### src/rtl/nlfsr_seq_gen.sv
// Fibonacci LFSR sequence generator with a runtime de Bruijn extension,
// parallel seed load, all-zero lock-up recovery and a period monitor.
module nlfsr_seq_gen #(
   parameter int unsigned       WIDTH = 16,
   parameter logic [WIDTH-1:0]  TAPS  = 16'hD008,
   parameter logic [WIDTH-1:0]  SEED  = {{(WIDTH-1){1'b0}}, 1'b1}
) (
   input  logic             CLK,
   input  logic             RST,
   input  logic             en,
   input  logic             load,
   input  logic [WIDTH-1:0] load_val,
   input  logic             mode_db,
   output logic [WIDTH-1:0] o,
   output logic             bit_out,
   output logic             wrap,
   output logic [WIDTH:0]   period_last,
   output logic             lock_err
);

   localparam logic [WIDTH-1:0] STATE_ONE = {{(WIDTH-1){1'b0}}, 1'b1};
   localparam logic [WIDTH:0]   CNT_ONE   = {{WIDTH{1'b0}}, 1'b1};

   logic [WIDTH-1:0] state;
   logic [WIDTH-1:0] start_reg;
   logic [WIDTH-1:0] next_state;
   logic [WIDTH:0]   cnt;
   logic [WIDTH:0]   cnt_inc;
   logic [WIDTH:0]   period_reg;
   logic             wrap_reg;
   logic             lock_reg;
   logic             fb;
   logic             lock_hit;

   // De Bruijn mode inverts feedback whenever the low WIDTH-1 bits are zero,
   // splicing the all-zero state in between 100..0 and 00..1.
   always_comb begin
      fb = ^(state & TAPS);
      if (mode_db && (state[WIDTH-2:0] == '0)) begin
         fb = ~fb;
      end
      lock_hit   = !mode_db && (state == '0);
      next_state = lock_hit ? STATE_ONE : {state[WIDTH-2:0], fb};
      cnt_inc    = (cnt == '1) ? cnt : cnt + CNT_ONE;
   end

   always_ff @(posedge CLK) begin
      if (RST) begin
         state      <= SEED;
         start_reg  <= SEED;
         cnt        <= '0;
         period_reg <= '0;
         wrap_reg   <= 1'b0;
         lock_reg   <= 1'b0;
      end else if (load) begin
         state     <= load_val;
         start_reg <= load_val;
         cnt       <= '0;
         wrap_reg  <= 1'b0;
         lock_reg  <= 1'b0;
      end else if (en) begin
         state    <= next_state;
         lock_reg <= lock_hit;
         if (next_state == start_reg) begin
            wrap_reg   <= 1'b1;
            period_reg <= cnt_inc;
            cnt        <= '0;
         end else begin
            wrap_reg <= 1'b0;
            cnt      <= cnt_inc;
         end
      end else begin
         wrap_reg <= 1'b0;
         lock_reg <= 1'b0;
      end
   end

   assign o           = state;
   assign bit_out     = state[WIDTH-1];
   assign wrap        = wrap_reg;
   assign period_last = period_reg;
   assign lock_err    = lock_reg;

endmodule

### config.mk
export PLATFORM = sky130hd
export DESIGN_NAME = nlfsr_seq_gen
export DESIGN_NICKNAME = d
export VERILOG_FILES = /design/src/rtl/nlfsr_seq_gen.sv
export SDC_FILE = /design/constraint.sdc
export NUM_CORES = 1
export LEC_CHECK = 0
export BUFFER_PORTS_ARGS = -buffer_cell sky130_fd_sc_hd__buf_4
export CAP_MARGIN = 15
export CORE_MARGIN = 1.5
export CORE_UTILIZATION = 30
export DETAILED_ROUTE_END_ITERATION = 16
export SYNTH_ARGS = -nofsm -noshare
export SYNTH_HDL_FRONTEND = slang
export SYNTH_SLANG_ARGS = --single-unit
### constraint.sdc
create_clock -name CLK -period 3.2 [get_ports CLK]
set_clock_uncertainty 0.15 [all_clocks]
set_input_delay 0.64 -clock CLK [delete_from_list [all_inputs] [get_ports CLK]]
set_output_delay 0.64 -clock CLK [all_outputs]
set_load 0.05 [all_outputs]
==> results of run 1 <==
## layer usage
| layer | track usage (%) | vias up |
|---|---|---|
| met3 | 5.58 | 11 |
| met4 | 3.75 | 0 |
| met2 | 27.9 | 102 |
| met1 | 19.3 | 1600 |
| li1 | - | 1674 |
| met5 | 0 | - |
## where the power goes
part | switching [µW] | total, µW | internal (µW) | leakage (µW)
logic | 191 | 305 | 113 | 0.00113
registers | 34.2 | 907 | 873 | 0.000554
clock network | 357 | 949 | 592 | 0.000135
total | 582 | 2160 | 1580 | 0.00182
## worst paths after layout
kind	to	slack, ns
max reg2reg	period_last[4]	0.43
max	period_last[4]	0.43
min	period_last[10]	0.32
min reg2reg	period_last[10]	0.32
## cell usage in the layout (no fill, tap or decap), drive strengths merged, types with 3 or more instances in the layout
| cell | count |
|---|---|
| xor2 | 19 |
| and3 | 7 |
| o22ai | 8 |
| a31oi | 14 |
| o211ai | 5 |
| nor2b | 4 |
| nand3 | 6 |
| mux2i | 30 |
| inv | 5 |
| or2 | 3 |
| xnor2 | 4 |
| nor4 | 9 |
| nand2 | 17 |
| nand3b | 5 |
| and4 | 8 |
| nand2b | 10 |
| a21oi | 35 |
| dfxtp | 68 |
| o31ai | 6 |
| nor4b | 6 |
| buf | 69 |
| nand4 | 9 |
| and2 | 3 |
| o2111ai | 4 |
| clkbuf | 11 |
| o21ai | 10 |
| nor2 | 62 |
| a211oi | 15 |
| nor3 | 10 |
## logic make-up after synthesis
| group | synth area share (%) |
|---|---|
| XOR/XNOR | 6.12 |
| buffers and inverters | 4.55 |
| multiplexers | 8.82 |
| adder cells (fa/ha/maj) | 0.683 |
| flip-flops | 37.2 |
| AND/OR/NAND/NOR | 25.3 |
| AO/OA/AOI/OAI | 17.4 |
## layout make-up
class | count | area (µm²) | share of cell area, %
multi-input combinational | 327 | 2130 | 47.5
sequential | 68 | 1360 | 30.3
timing repair buffer | 69 | 518 | 11.5
clock buffer | 11 | 233 | 5.19
tap | 147 | 184 | 4.10
clock inverter | 3 | 40.0 | 0.892
inverter | 5 | 18.8 | 0.418
## per-stage QoR
stage	area, µm²	total power, µW	hold WS (ns)
after floorplan	3660	1130	0.310
after global placement	4220	1220	0.315
after detailed placement	4220	1230	0.314
after CTS	4490	2180	0.322
after global routing	4490	2250	0.339
final	4490	2160	0.319
## worst register-to-register path, stage by stage (launching register included)
cell and delay [ns]:
dfxtp_1 0.53, xor2_1 0.13, nor4_1 0.37, nand4_1 0.24, or3_1 0.56, or4_1 0.57
a21oi_1 0.15
==> results.json, run 1 <==
{
  "dp_cells": 616,
  "route.top_layer_used": "met4",
  "die-height_um": 113,
  "relSlewSlack_pct": 61.3,
  "avgSynthCellArea_um2": 8.38,
  "min_period_ns": 2.77,
  "drive_gt1_share_pct": 18.8,
  "worst_slew_pin_slew_ns": 0.580,
  "power_leakage_uw": 0.00182,
  "slew_violations": 0,
  "nFillCells": 1214,
  "setup_slack_ns": 0.428,
  "start_kind": "flop",
  "cellPowerDensity_nw_per_um2": 481,
  "cp.depth": 6,
  "grtUsageTotal_pct": 16.1,
  "cts_tree": "built",
  "yosysSeqAreaShare_pct": 37.2,
  "path_max_fanout": 12,
  "min_from": "period_last[10]",
  "critPathKind": "reg2reg",
  "yosysUniqueCellTypes": 46,
  "ctsRootBufferMaster": "clkbuf_16",
  "dr_wl_met3_um": 650,
  "fin_cells": 630,
  "cts_resized": 0,
  "synth_edf_count": 0,
  "yosysTopAreaCell": "dfxtp_1",
  "grt_start_max_net_pins": 51,
  "rsz0062_at_grt": "no",
  "fmax_mhz": 361,
  "remaining_drc_errors": 0,
  "cp_cell_sequence": "xor2_1, nor4_1, nand4_1, or3_1, or4_1, a21oi_1",
  "dp_hpwl_mm": 7.04,
  "die_width_um": 113,
  "start_util_pct": 30.6,
  "portBuffers": 56,
  "core_area_um2": 12000,
  "hold_depth": 2,
  "place_congestion": 0.835,
  "startpoint": "o[12]",
  "synth_nets": 460,
  "wl_met2_mm": 4.79,
  "hp-class": "reg2reg",
  "clockBufferDepth": 2,
  "setup_tns_ns": 0,
  "grt_overflow_total": 0,
  "ir_worst_vdd_mv": 0.260,
  "worstSkewPairLatency_ns": 0.33,
  "worstPathRequired_ns": 3.31,
  "num_rows": 40,
  "max-cap-violations": 0,
  "clk_pin_slew_ns": 0.05,
  "grt_pass1_vias": 3271,
  "setup_viol": 0,
  "route.layer.met1.wl_mm": 4.37,
  "io_pins": 57,
  "first_pass_iters": 5,
  "path_delay_family": "simple AND/OR/NAND/NOR gates",
  "cp.arrival_ns": 2.88,
  "area_delta_synth_final_pct": 22.6,
  "ff2ff_path_depth": 6,
  "post-place-ws_ns": 0.352,
  "wl_per_cell_um": 15.8,
  "hold_viol": 0,
  "vias": 3387,
  "ys_seq_elements": 68,
  "floorplan.die_area_um2": 12900,
  "postSynth.asyncResetShare_pct": 0,
  "postCtsHoldBufs": 0,
  "cts_setup_buffers": 0,
  "syn_inst": 437,
  "clock_sinks": 68,
  "detail-route-antenna-nets": 0,
  "syn_area_um2": 3660,
  "wl_mm": 9.93,
  "via_per_inst": 5.38,
  "grt_first_pass_wirelength_mm": 16.6,
  "diodes": 0,
  "cp_slowest_stage_delay_ns": 0.57,
  "status": "finished clean",
  "reg2reg_from": "o[12]",
  "synth_most_common_cell": "dfxtp_1",
  "synth_warnings": 0,
  "final_util_pct": 37.5,
  "drt_iter0_drc": 175,
  "htreeDepth": 3,
  "worst-path-buf-inv": 0,
  "ys_top_cells_by_area": "dfxtp_1 37%, mux2i_1 8.2%, nor2_1 6.4%, a21oi_1 4.8%, xor2_1 4.5%",
  "num-nets-final": 503,
  "netlist.area_leader.share_pct": 37.2,
  "cts_made_buffers": 9,
  "slowest_stage": "or4_1",
  "yosys-top-cells-count": "68 x dfxtp_1, 62 x nor2_1, 35 x a21oi_1, 33 x clkbuf_1, 30 x mux2i_1",
  "finalCritPeriodShare_pct": 86.6,
  "cp-end-kind": "flop",
  "antenna_found_initial": 0,
  "synth_ff_type": "dfxtp_1"
}
Note: power is estimated with default switching activity, not from simulation.
==> inputs of run 2 (changes only) <==
- CTS_BUF_LIST: unset -> sky130_fd_sc_hd__clkbuf_4
- MAX_ROUTING_LAYER: unset -> met4
==> results.json, run 2 (synthesis gave the netlist of run 1 again) <==
{
  "remaining_drc_errors": 0,
  "power_leakage_uw": 0.00176,
  "grt_pass1_vias": 3298,
  "start_util_pct": 30.6,
  "postPlaceCellArea_um2": 4220,
  "startpoint": "o[12]",
  "min_from": "load_val[2]",
  "clock_sinks": 68,
  "min_period_ns": 2.78,
  "cts_resized": 0,
  "drt_iter0_drc": 163,
  "slowest_stage": "or4_1",
  "core_area_um2": 12000,
  "max-cap-violations": 0,
  "cp_slowest_stage_delay_ns": 0.57,
  "cts_made_buffers": 9,
  "hp-class": "in2reg",
  "finalCritPeriodShare_pct": 86.7,
  "critPathKind": "reg2reg",
  "num_rows": 40,
  "cp_cell_sequence": "xor2_1, nor4_1, nand4_1, or3_1, or4_1, a21oi_1",
  "grt_first_pass_wirelength_mm": 16.6,
  "htreeDepth": 3,
  "path_max_fanout": 12,
  "cellPowerDensity_nw_per_um2": 406,
  "via_per_inst": 5.35,
  "ff2ff_path_depth": 6,
  "hold-worst-slack_ns": 0.303,
  "clk_pin_slew_ns": 0.11,
  "grtUsageTotal_pct": 16.5,
  "cp-end-kind": "flop",
  "clockBufferDepth": 2,
  "final_util_pct": 36.3,
  "ir_worst_vdd_mv": 0.225,
  "reg2reg_from": "o[12]",
  "setup_tns_ns": 0,
  "final_area_um2": 4340,
  "hold_viol": 0,
  "mostFrequentLayoutCells": "69 x buf_4, 68 x dfxtp_1, 62 x nor2_1, 35 x a21oi_1, 30 x mux2i_1",
  "status": "finished clean",
  "place_congestion": 0.848,
  "die_width_um": 113,
  "worstSkewPairLatency_ns": 0.42,
  "slew_violations": 0,
  "detail-route-antenna-nets": 0,
  "mostFrequentLayoutCell": "buf_4",
  "ctsRootBufferMaster": "clkbuf_4",
  "area_delta_synth_final_pct": 18.5,
  "worst_slew_pin_slew_ns": 0.574,
  "worstPathRequired_ns": 3.40,
  "vias": 3373,
  "cp.arrival_ns": 2.98,
  "setup_viol": 0,
  "hold_depth": 3,
  "worst-path-buf-inv": 0,
  "postCtsHoldBufs": 0,
  "r2r_slack_ns": 0.42,
  "path_delay_family": "simple AND/OR/NAND/NOR gates",
  "wl_mm": 9.82,
  "endpoint": "period_last[4]",
  "portBuffers": 56,
  "relSlewSlack_pct": 61.7,
  "antenna_found_initial": 0,
  "drive_gt1_share_pct": 19.3,
  "num-nets-final": 503,
  "start_kind": "flop",
  "diodes": 0,
  "wl_per_cell_um": 15.6,
  "first_pass_iters": 5,
  "cp.depth": 6,
  "cts_tree": "built",
  "grt_start_max_net_pins": 51,
  "rsz0062_at_grt": "no",
  "die-height_um": 113,
  "fmax_mhz": 360,
  "grt_overflow_total": 0,
  "dp_hpwl_mm": 7.04,
  "floorplan.die_area_um2": 12900,
  "io_pins": 57,
  "reg2reg_to": "period_last[4]",
  "cts_setup_buffers": 0
}
==> run 2: worst min-delay path by stage <==
stage	endpoint
floorplan	start_reg[15]
global placement	period_last[0]
detailed placement	period_last[0]
CTS	o[10]
global route	start_reg[8]
finish	o[2]
==> run 2: area by class of cell <==
cell class,instances,area [µm²]
Timing Repair Buffer,69,518
Tap cell,147,184
Fill cell,1227,7620
Inverter,5,18.8
Clock inverter,3,40.0
Multi-Input combinational cell,327,2130
Sequential cell,68,1360
Clock buffer,11,82.6
==> run 2: tightest hold or removal path, delay by kind of cell <==
kind	cells	cell delay [ns]
simple gates	1	0.07
compound gates	1	0.05
buf+inv	1	0.08
==> run 2: stage by stage <==
| stage | total power, µW | cells | setup slack, ns |
|---|---|---|---|
| 2_1_floorplan | 1130 | 437 | 0.205 |
| 4_1_cts | 1780 | 630 | 0.368 |
| 3_5_place_dp | 1230 | 616 | 0.352 |
| 5_1_grt | 1850 | 630 | 0.225 |
| 6_report | 1760 | 630 | 0.424 |
| 3_3_place_gp | 1220 | 616 | 0.413 |
==> run 2: layer usage <==
metal  GRT usage [%]  part of all wire, %
met5               -                    0
met4            3.17                 0.89
met3            5.63                  6.9
met2            27.8                   49
met1            19.3                   44
==> run 2: where the power goes <==
part           switching (µW)  total, µW  internal, µW
sequential               34.3        906           872
combinational             191        304           113
clock                     307        552           245
total                     532       1760          1230
==> inputs of run 3 (changes only) <==
- CTS_CLUSTER_DIAMETER: unset -> 150
- clock period: 3.2 -> 2.74 ns (I/O delays scaled with it)
==> results.json, run 3 (synthesis gave the netlist of run 1 again) <==
{
  "drt_iter0_drc": 234,
  "critPathKind": "reg2reg",
  "slew_violations": 0,
  "start_kind": "flop",
  "floorplan.die_area_um2": 12900,
  "clk_pin_slew_ns": 0.12,
  "mostFrequentLayoutCells": "88 x buf_4, 63 x dfxtp_1, 62 x nor2_1, 35 x a21oi_1, 30 x mux2i_1",
  "clock_sinks": 68,
  "relSlewSlack_pct": 62.5,
  "p_total_uw": 2010,
  "grtUsageTotal_pct": 16.1,
  "core_area_um2": 12000,
  "grt.met1_usage_pct": 19.6,
  "first_pass_iters": 4,
  "setup_tns_ns": 0,
  "grt_start_max_net_pins": 51,
  "grt_pass1_vias": 3272,
  "setup_viol": 0,
  "postCtsHoldBufs": 0,
  "ctsRootBufferMaster": "clkbuf_4",
  "min_period_ns": 2.59,
  "worstPathRequired_ns": 2.96,
  "fmax_mhz": 387,
  "htreeDepth": 3,
  "detail-route-antenna-nets": 0,
  "grt_overflow_total": 0,
  "use_met3_pct": 4.68,
  "wl_per_cell_um": 15.0,
  "fin_cells": 651,
  "num-nets-final": 522,
  "hold-worst-slack_ns": 0.197,
  "area_delta_synth_final_pct": 22.9,
  "dp_hpwl_mm": 6.95,
  "cts_setup_buffers": 0,
  "grt_busiest_layer": "met2",
  "hold_viol": 0,
  "worstSkewPairLatency_ns": 0.43,
  "die-height_um": 113,
  "status": "finished clean",
  "power_leakage_uw": 0.00185,
  "path_max_fanout": 5,
  "finalCritPeriodShare_pct": 94.4,
  "cts_tree": "built",
  "ff2ff_path_depth": 6,
  "via_per_inst": 5.25,
  "cp.arrival_ns": 2.81,
  "cellPowerDensity_nw_per_um2": 447,
  "antenna_found_initial": 0,
  "io_pins": 57,
  "place_congestion": 0.811,
  "start_util_pct": 30.6,
  "use_met2_pct": 26.0,
  "max-cap-violations": 0,
  "diodes": 0,
  "hp-class": "in2reg",
  "mostFrequentLayoutCell": "buf_4",
  "grt_first_pass_wirelength_mm": 16.1,
  "nFillCells": 1234,
  "hold_depth": 3,
  "vias": 3420,
  "drive_gt1_share_pct": 24.4,
  "portBuffers": 56,
  "num_rows": 40,
  "clockBufferDepth": 2,
  "rsz0062_at_grt": "no",
  "cts_made_buffers": 9,
  "die_width_um": 113,
  "worst_slew_pin_slew_ns": 0.562,
  "remaining_drc_errors": 0,
  "dp_cells": 635,
  "ir_worst_vdd_mv": 0.329,
  "cp-end-kind": "flop",
  "wl_mm": 9.77
}
-- run 3: changes by cell type in the layout (fill, tap and decap cells not counted), moves of 2 or more --
cell / change
buf_4: +19
dfxtp_1: -5
dfxtp_2: +3
clkbuf_4: -2
clkinv_2: +2
clkinvlp_4: +2
dfxtp_4: +2
-- run 3: final cells by class --
cell class,count,area [µm²],area share (%)
flip-flops and latches,68,1370,30.5
repair buffers,88,661,14.7
multi-input cells,327,2150,47.8
clock inverters,7,43.8,0.973
clock buffers,9,67.6,1.50
well taps,147,184,4.09
inverters,5,18.8,0.417
-- run 3: metal layers --
layer / routed length, µm / part of all wire (%)
met4: 129 / 1.3
met1: 4450 / 46
met5: 0 / 0
met2: 4690 / 48
met3: 504 / 5.2
-- run 3: timing repair --
item                                    in CTS  in global routing
pin swaps                                    0                  0
endpoints found under the setup margin      10                 13
gates resized for setup                      1                  4
-- run 3: worst paths after layout --
| kind | slack [ns] | from | end |
|---|---|---|---|
| worst min-delay path | 0.20 | load_val[10] | o[10] |
| worst min register to register | 0.33 | period_last[0] | period_last[0] |
| worst max register to register | 0.15 | o[1] | period_last[4] |
| worst max-delay path | 0.15 | o[1] | period_last[4] |
-- run 3: critical path, stage by stage, from the launching register on --
cell	delay (ns)
dfxtp_1	0.40
nor4_4	0.36
and4_1	0.28
nor3_1	0.07
or4_4	0.58
or4_1	0.53
a21oi_1	0.15
-- run 3: report_power, final --
part	internal [µW]	switching (µW)
Clock	181	395
Sequential	1020	32.4
Combinational	152	234
Total	1350	661
-- run 3: through the flow --
stage	util (%)	setup slack, ns	area [µm²]
6_report	37.6	0.154	4500
5_1_grt	37.6	0.00398	4500
4_1_cts	37.5	0.0174	4490
3_5_place_dp	36.5	-0.0586	4370
3_3_place_gp	36.5	0.0235	4370
2_1_floorplan	-	0.0116	3670
